$ cat config.mk
export PLATFORM = sky130hd
export DESIGN_NAME = noc_input_fifo
export DESIGN_NICKNAME = d
export VERILOG_FILES = /design/src/rtl/noc_input_fifo.sv
export SDC_FILE = /design/constraint.sdc
export NUM_CORES = 1
export LEC_CHECK = 0
export BUFFER_PORTS_ARGS = -buffer_cell sky130_fd_sc_hd__buf_2
export CAP_MARGIN = 20
export CORE_ASPECT_RATIO = 0.6
export CORE_MARGIN = 3
export CORE_UTILIZATION = 25
export DETAILED_ROUTE_END_ITERATION = 16
export HOLD_SLACK_MARGIN = 0.02
export SLEW_MARGIN = 20
export SYNTH_ARGS = -nofsm -noshare
export SYNTH_HDL_FRONTEND = slang
export SYNTH_SLANG_ARGS = --single-unit
$ cat constraint.sdc
create_clock -name clk -period 3.2 [get_ports clk]
set_clock_uncertainty 0.1 [all_clocks]
set_input_delay 0.48 -clock clk [delete_from_list [all_inputs] [get_ports clk]]
set_output_delay 0.48 -clock clk [all_outputs]
set_load 0.02 [all_outputs]
$ cat src/rtl/noc_input_fifo.sv
// Per-port router input buffer: FWFT flit FIFO feeding LBDR, with credit return
// and packet-framing check that drops and flags out-of-order flits.
module noc_input_fifo #(
  parameter int DATA_WIDTH = 32,
  parameter int DEPTH      = 4,
  parameter int PTR_W      = $clog2(DEPTH)
) (
  input  logic                  clk,
  input  logic                  rst,
  input  logic                  valid_in,
  input  logic [DATA_WIDTH-1:0] flit_in,
  output logic                  credit_out,
  input  logic                  read_en,
  output logic [DATA_WIDTH-1:0] flit_out,
  output logic [2:0]            flit_id,
  output logic [3:0]            dst_addr,
  output logic                  empty,
  output logic                  full,
  output logic                  err_pulse,
  output logic                  err_flag
);

  localparam logic [2:0]     HEADER   = 3'b001;
  localparam logic [2:0]     BODY     = 3'b010;
  localparam logic [2:0]     TAIL     = 3'b100;
  localparam logic [PTR_W:0] CNT_FULL = (PTR_W+1)'(DEPTH);

  typedef enum logic {
    ST_IDLE = 1'b0,
    ST_PKT  = 1'b1
  } state_t;

  state_t                state, next_state;
  logic [DATA_WIDTH-1:0] mem [DEPTH];
  logic [PTR_W-1:0]      rd_ptr, wr_ptr;
  logic [PTR_W:0]        count;
  logic [2:0]            in_id;
  logic                  legal;
  logic                  pop;
  logic                  room;
  logic                  write;
  logic                  framing_err;

  assign in_id = flit_in[DATA_WIDTH-1 -: 3];

  always_comb begin
    legal      = 1'b0;
    next_state = state;
    case (state)
      ST_IDLE: begin
        if (in_id == HEADER) begin
          legal      = 1'b1;
          next_state = ST_PKT;
        end
      end
      ST_PKT: begin
        if (in_id == BODY) begin
          legal = 1'b1;
        end else if (in_id == TAIL) begin
          legal      = 1'b1;
          next_state = ST_IDLE;
        end
      end
      default: next_state = ST_IDLE;
    endcase
  end

  assign empty = (count == '0);
  assign full  = (count == CNT_FULL);
  assign pop   = read_en & ~empty;
  assign room  = ~full | pop;
  // A flit arriving with no room is treated as never seen: no store, no FSM move, no error.
  assign write       = valid_in & room & legal;
  assign framing_err = valid_in & room & ~legal;

  always_ff @(posedge clk) begin
    if (write) begin
      mem[wr_ptr] <= flit_in;
    end
  end

  always_ff @(posedge clk) begin
    if (rst) begin
      rd_ptr     <= '0;
      wr_ptr     <= '0;
      count      <= '0;
      state      <= ST_IDLE;
      credit_out <= 1'b0;
      err_pulse  <= 1'b0;
      err_flag   <= 1'b0;
    end else begin
      if (write) begin
        wr_ptr <= wr_ptr + PTR_W'(1);
        state  <= next_state;
      end
      if (pop) begin
        rd_ptr <= rd_ptr + PTR_W'(1);
      end
      case ({write, pop})
        2'b10:   count <= count + (PTR_W+1)'(1);
        2'b01:   count <= count - (PTR_W+1)'(1);
        default: count <= count;
      endcase
      credit_out <= pop;
      err_pulse  <= framing_err;
      err_flag   <= err_flag | framing_err;
    end
  end

  assign flit_out = mem[rd_ptr];
  assign flit_id  = flit_out[DATA_WIDTH-1 -: 3];
  assign dst_addr = flit_out[3:0];

endmodule

# ---- Yosys cells after proc, flatten, opt, wreduce, memory -nomap -nowiden
# Memory sizes are Yosys's and may differ from the RTL's. A register that Yosys moved wholly into a read port is not among the register bits.
# Index checks and enable logic that the tools add are counted.
dict set report op_classes {
  bitwise 10
  n_reduce_logical 2
  n_addsub 4
  eq_ne 6
  muxes 12
}
# operator count
set op_table {}
lappend op_table {{$mux W1} 7}
lappend op_table {{$eq A3 B3 Y1 const B} 2}
lappend op_table {{$pmux W3 S2} 1}
lappend op_table {{$add A2 B1 Y2 const B} 2}
lappend op_table {{$and A1 B1 Y1} 4}
lappend op_table {{$mux W2} 2}
lappend op_table {{$not A1 Y1} 4}
lappend op_table {{$pmux W1 S2} 2}
lappend op_table {{$add A3 B1 Y3 const B} 1}
lappend op_table {{$eq A3 B1 Y1 const B} 1}
lappend op_table {{$eq A3 B2 Y1 const B} 1}
lappend op_table {{$logic_not A3 Y1} 1}
lappend op_table {{$sub A3 B1 Y3 const B} 1}
lappend op_table {{$eq A2 B1 Y1 const B} 1}
lappend op_table {{$eq A2 B2 Y1 const B} 1}
lappend op_table {{$or A1 B1 Y1} 2}
lappend op_table {{$reduce_bool A2 Y1} 1}
dict set report word_totals {
  memories 1
  wordCells 42
  ff_bits 11
  ram_bits 128
}
# memory words word_bits read_ports rd_clocked_by_memory_dff write_ports line
set memory_table {}
lappend memory_table {mem 4 32 1 1 1 34} ;# logic [DATA_WIDTH-1:0] mem [DEPTH];

# ---- Depth between registers and ports, before layout
# Gate-level depths: netlist of run 1.
dict set report depth {
  depth_word 8
  ltp_mapped 10
}

# ---- Worst setup path before layout of run 1
# No wires, ideal clock.
dict set report synth_path {
  kind {register to register}
  from {reg count[2]}
  to {reg count[2]}
  setup_slack_ns 0.780
  path_stages_with_launch 11
  setup_time_ns 0.071
  arrival_time_ns 2.250
  cell_sequence {dfxtp_1 -> nor3b_2 -> a21boi_2 -> nor2b_4 -> inv_1 -> ha_1 -> inv_1 -> fa_1 -> xor2_1 -> or3_1 -> a21oi_1}
}
dict set report synth_via {
  elab_cells_between_ends 14
  classes_between {2 x add/sub; 3 x eq/ne; 1 x mux; 6 x bitwise; 2 x reduce/logical}
}
# element line
set synth_rtl {}
lappend synth_rtl {{start: declaration} 36} ;# logic [PTR_W:0] count;
lappend synth_rtl {{start signal: assignment} 100} ;# 2'b10: count <= count + (PTR_W+1)'(1);
lappend synth_rtl {{start signal: assignment} 101} ;# 2'b01: count <= count - (PTR_W+1)'(1);
lappend synth_rtl {{start signal: assignment} 102} ;# default: count <= count;
lappend synth_rtl {{$eq A3 B3 Y1 (*)} 69} ;# assign full = (count == CNT_FULL);
lappend synth_rtl {{named net full} 18} ;# output logic full,
lappend synth_rtl {{$not A1 Y1 (*)} 71} ;# assign room = ~full | pop;
lappend synth_rtl {{$or A1 B1 Y1 (*)} 71}
lappend synth_rtl {{$and A1 B1 Y1 (*) (2 in a row)} 73} ;# assign write = valid_in & room & legal;
lappend synth_rtl {{$eq A2 B1 Y1 / $eq A2 B2 Y1 (equally long branches)} 99} ;# case ({write, pop})
lappend synth_rtl {{$pmux W3 S2 / $reduce_bool A2 Y1 (equally long branches)} -}
# Mark *: on every way through the listed nets, which the timed path passes. The rest lies on a longest branch.
# A chain may end at the register's enable or synchronous reset.

==> flow_summary.toml, run 1 <==
[synth]
syn-cell-area_um2 = 5330
syn_nets = 287
synth.largest_area_cell = "edfxtp_1"
synthDominantCellAreaShare = 0.722
postSynth.asyncResetShare = 0
synthSimpleGateAreaFrac = 0.0291
synth_compound_area_frac = 0.0129
synthXorXnorAreaFrac = 0.00822
ys_top_cells_by_count = "edfxtp_1 (128), mux4_2 (32), dfxtp_1 (13), nor2_1 (12), buf_4 (10)"
syn_inst = 245
synthAdderAreaFrac = 0.0155
yosysMostFrequentCell = "edfxtp_1"
ys_ff_latch = 141
synth_top_family_by_area = "multiplexers"
synth_area_per_cell_um2 = 21.7
synth_top_flop_cell = "edfxtp_1"
synth-seq-area-share = 0.771
synth_mux_area_frac = 0.140
yosysWarningCount = 0
synth_edf_count = 128
ys_top_cells_by_area = "edfxtp_1 (72%), mux4_2 (14%), dfxtp_1 (4.9%)"
ys_types = 30

[setup_path]
start_kind = "flop"
ff2ff_path_depth = 10
cp.required_ps = 2620
critPathCaptureType = "output pin"
path_class = "flop to output pin"
cp.arrival_ps = 1950
path_max_fanout = 19

[timing]
max_clock_freq_mhz = 395
rsz0062_at_grt = "false"
drv_slew = 0
finalSetupViolCount = 0
fin_crit_sh = 0.792
worst_pin_slew_ps = 484
hold_viol = 0
max_slew_margin = 0.678
setup_tns_ps = 0
fin_crit_ps = 2530

[detailed_routing]
dr_wl_met2_um = 4740
drt-initial-drc-count = 131
drt-wirelength-per-cell_um = 16.8
top_layer = "met5"
dr_wl_met3_um = 480
wl_met1_um = 5120
via_count = 2563
ant_nets = 0
firstDrtPassIters = 4
drt_wl_total_um = 10400
avgViaCountPerCell = 4.13
drcViolationCount = 0

[clocking]
post_cts_buffers = 0
clk_pin_slew_ps = 60
cts_buffers = 17
ctsHoldBuffers = 0
cts_num_sinks = 141
clock_latency_ps = 410
cts_tree = "yes"
cts.htree.levels = 4
root_buffer = "clkbuf_16"
cts_max_path_buffers = 2
cts-resized-gates = 0

[min_path]
min_path_cells = 1
hp-class = "input port to flop"

[finish]
drive_gt1_frac = 0.468
n_antenna_cell = 0
n_fill_cell = 1964
area_growth_pct = 26.2
nets = 377
fin_util = 0.328

[global_route]
overflow = 0
track_usage = 0.0935
antenna_found_initial = 1
grt_max_degree = 20
grt_pass1_wl_um = 16000
first_global_vias = 2728

[die]
core-area_um2 = 20500
core.rowCount = 40
die_area_um2 = 23100
chipHeight_um = 119
fp.dieW_um = 194
io_pins = 80
initial_core_util = 0.260

[job]
maxCapViolCount = 0

[placement]
portBuffers = 79
gp_congestion = 0.649
hpwl_um = 6770

[power_and_ir_drop]
ir_worst_vdd_uv = 223
p_leak_nw = 2.25
power_density_nw_per_um2 = 666

[run_status]
status = "completed"
## report_power, final
group          switching [mW]  internal [mW]
clock                   0.734           1.35
combinational           0.200          0.147
sequential             0.0119           2.03
## critical path: stages, from the launching register on
cell     delay, ps
dfxtp_2        580
buf_4          400
mux4_2         380
buf_2          180
## through the flow
stage | hold slack [ps] | std cells | area [µm²] | setup slack, ps | total power, mW
floorplan | 378 | 245 | 5330 | 780 | 2.32
global placement | 374 | 589 | 6080 | 568 | 2.43
detailed placement | 372 | 589 | 6080 | 500 | 2.44
CTS | 165 | 621 | 6720 | 605 | 4.54
global route | 162 | 621 | 6720 | 555 | 4.65
finish | 182 | 621 | 6720 | 667 | 4.47
## final timing paths
kind | slack, ps | end | from
setup / recovery | 670 | flit_out[12] | flop
setup reg to reg | 740 | count[2] | count[2]
hold reg to reg | 380 | err_flag | err_flag
hold / removal | 180 | mem[2][8] | flit_in[8]
## routing by layer
metal / vias up / track usage
met3: 9 / 0.0410
met1: 1328 / 0.121
met5: - / 0
li1: 1160 / -
met4: 2 / 0.0282
met2: 64 / 0.142
## placed cells by master (no fill, tap or decap), types with 2 or more instances in the layout
cell / synthesis / routed
edfxtp_1: 128 / 128
buf_2: 1 / 79
mux4_2: 32 / 32
clkbuf_16: 0 / 17
nor2_1: 12 / 12
dfxtp_1: 13 / 11
inv_1: 8 / 8
ha_1: 5 / 5
xor2_1: 4 / 4
and2_2: 0 / 4
a21oi_1: 4 / 4
bufinv_16: 0 / 4
buf_12: 0 / 4
clkinvlp_4: 0 / 3
buf_4: 10 / 3
nor3_1: 2 / 2
nand2_1: 2 / 2
nand2b_1: 2 / 2
dfxtp_2: 0 / 2
inv_6: 0 / 2
clkinv_4: 0 / 2
clkinv_2: 0 / 2
clkbuf_8: 0 / 2
## registers in the layout, summed over array words and instances, names as in the netlist, named ones only
register,flops
count,3
err_pulse,1
rd_ptr,2
err_flag,1
mem,128
wr_ptr,2
state,1
credit_out,1
## final cells by class
class                           count  area (µm²)  area share
Timing Repair Buffer               86         498      0.0741
Clock inverter                     13         188      0.0279
Tap cell                          273         342      0.0508
Multi-Input combinational cell     81        1100       0.164
Inverter                            8        30.0     0.00447
Sequential cell                   141        4110       0.611
Clock buffer                       19         453      0.0674
## cell families after synthesis
group,count (synthesis)
AND/OR/NAND/NOR,27
multiplexers,34
buffers and inverters,23
AO/OA/AOI/OAI,9
flip-flops,141
adder cells (fa/ha/maj),6
XOR/XNOR,5
(Power assumes the default switching activity.)
==> inputs of run 2 (changes only) <==
==> constraint.sdc (replaced) <==
create_clock -name clk -period 2.5 [get_ports clk]
set_clock_uncertainty 0.1 [all_clocks]
set_input_delay 0.375 -clock clk [delete_from_list [all_inputs] [get_ports clk]]
set_output_delay 0.375 -clock clk [all_outputs]
set_load 0.02 [all_outputs]
==> run 2 against run 1 <==
Compared with the run above: non-clock buffer count increased by 8; via count increased by 2.0%; design area increased by 0.56%; die area unchanged; worst hold slack got worse by 110 ps; utilization increased by 0.18 points; global-route usage increased by 0.52 points; clock-buffer cell count decreased by 1; critical path type unchanged; critical endpoint is now flit_out[13]; largest cell class unchanged; largest power group is now registers.
==> flow_summary.toml, run 2 (synthesis results as in run 1) <==
[run_status]
status = "completed"

[detailed_routing]
firstDrtPassIters = 4
ant_nets = 0
drcViolationCount = 0
via_count = 2613
drt-initial-drc-count = 183
avgViaCountPerCell = 4.15
drt-wirelength-per-cell_um = 16.7
drt_wl_total_um = 10500

[finish]
nets = 385
n_antenna_cell = 0
final_common_cell = "edfxtp_1"
drive_gt1_frac = 0.480
mostFrequentLayoutCells = "edfxtp_1 (128), buf_2 (79), mux4_2 (32)"
reg_top3 = "mem: 128 flops, count: 3 flops"
largest_reg_flops = 128
ff_latch_area_um2 = 4110
fin_cells = 629
fin_util = 0.330
regMostFlops = "mem"
n_fill_cell = 1943
area_growth_pct = 26.9
multi_input_area_um2 = 1110

[power_and_ir_drop]
power.switching_mw = 1.27
p_seq_frac = 0.462
p_leak_nw = 2.27
switching_share = 0.225
ir_worst_vdd_uv = 421
p_int_mw = 4.38
p_clk_frac = 0.458
power_density_nw_per_um2 = 837
combPwrFrac = 0.080
p_total_mw = 5.65

[global_route]
overflow = 0
antenna_found_initial = 0
track_usage = 0.0987
grt_pass1_wl_um = 16700
first_global_vias = 2862
grt_max_degree = 26

[setup_path]
reg2reg_from = "count[1]"
cp.arrival_ps = 1850
r2r_slack_ps = 190
path_class = "flop to output pin"
path_max_fanout = 17
ff2ff_path_depth = 10
start_kind = "flop"
critPathCaptureType = "output pin"
cp.required_ps = 2030

[die]
fp.dieW_um = 194
die_area_um2 = 23100
chipHeight_um = 119
io_pins = 80
core-area_um2 = 20500
initial_core_util = 0.260
core.rowCount = 40

[clocking]
cts_max_path_buffers = 2
cts_num_sinks = 141
cts.htree.levels = 4
clock_latency_ps = 410
cts_tree = "yes"
cts_buffers = 17
clk_pin_slew_ps = 60
root_buffer = "clkbuf_16"

[placement]
gp_congestion = 0.644
hpwl_um = 6950
portBuffers = 79
numPlacedInstances = 597

[timing]
drv_slew = 0
worst_hold_slack_ps = 72.6
worst_pin_slew_ps = 359
fin_crit_sh = 0.928
finalSetupViolCount = 0
rsz0062_at_grt = "false"
max_clock_freq_mhz = 431
max_slew_margin = 0.758
fin_crit_ps = 2320
setup_tns_ps = 0
hold_viol = 0

[min_path]
holdCritStartpoint = "flit_in[16]"
min_path_cells = 1
hp-class = "input port to flop"

[job]
maxCapViolCount = 0
## run 2: per-stage QoR
step	instance area, µm²	setup WS (ps)
floorplan	5330	79.6
global placement	6140	84.3
detailed placement	6140	25.1
CTS	6750	128
global route	6760	14.2
finish	6760	179
## run 2: critical path, stage by stage, from the launching register on
cell and delay, ps:
dfxtp_2 320, buf_4 330, mux4_2 590, buf_2 180
## run 2: final timing paths
kind	endpoint
worst min register to register	err_flag
worst max register to register	count[2]
worst max-delay path	flit_out[13]
worst min-delay path	mem[0][16]
## run 2: layout make-up
| type | instances | area share |
|---|---|---|
| flip-flops and latches | 141 | 0.608 |
| inverters | 8 | 0.00445 |
| clock buffers | 18 | 0.0635 |
| multi-input cells | 81 | 0.164 |
| well taps | 273 | 0.0506 |
| repair buffers | 94 | 0.0826 |
| clock inverters | 14 | 0.0269 |
## run 2: per-layer routing
metal | up-vias | wire, µm | GRT usage
li1 | 1180 | - | -
met1 | 1357 | 5030 | 0.133
met2 | 67 | 4760 | 0.141
met3 | 9 | 622 | 0.0452
met4 | 0 | 127 | 0.0336
met5 | - | 0 | 0
## run 2: repair_timing
action | CTS | global route
resized for setup | 0 | 2
hold buffers | 0 | 0
buffers inserted | 0 | 0
setup endpoints to repair | 0 | 1
## run 2: power groups by stage
stage / logic [mW] / registers (mW) / clock network (mW)
2_1_floorplan: 0.307 / 2.66 / 0
3_3_place_gp: 0.453 / 2.66 / 0
3_5_place_dp: 0.460 / 2.66 / 0
4_1_cts: 0.462 / 2.61 / 2.67
5_1_grt: 0.492 / 2.61 / 2.80
6_report: 0.452 / 2.61 / 2.59
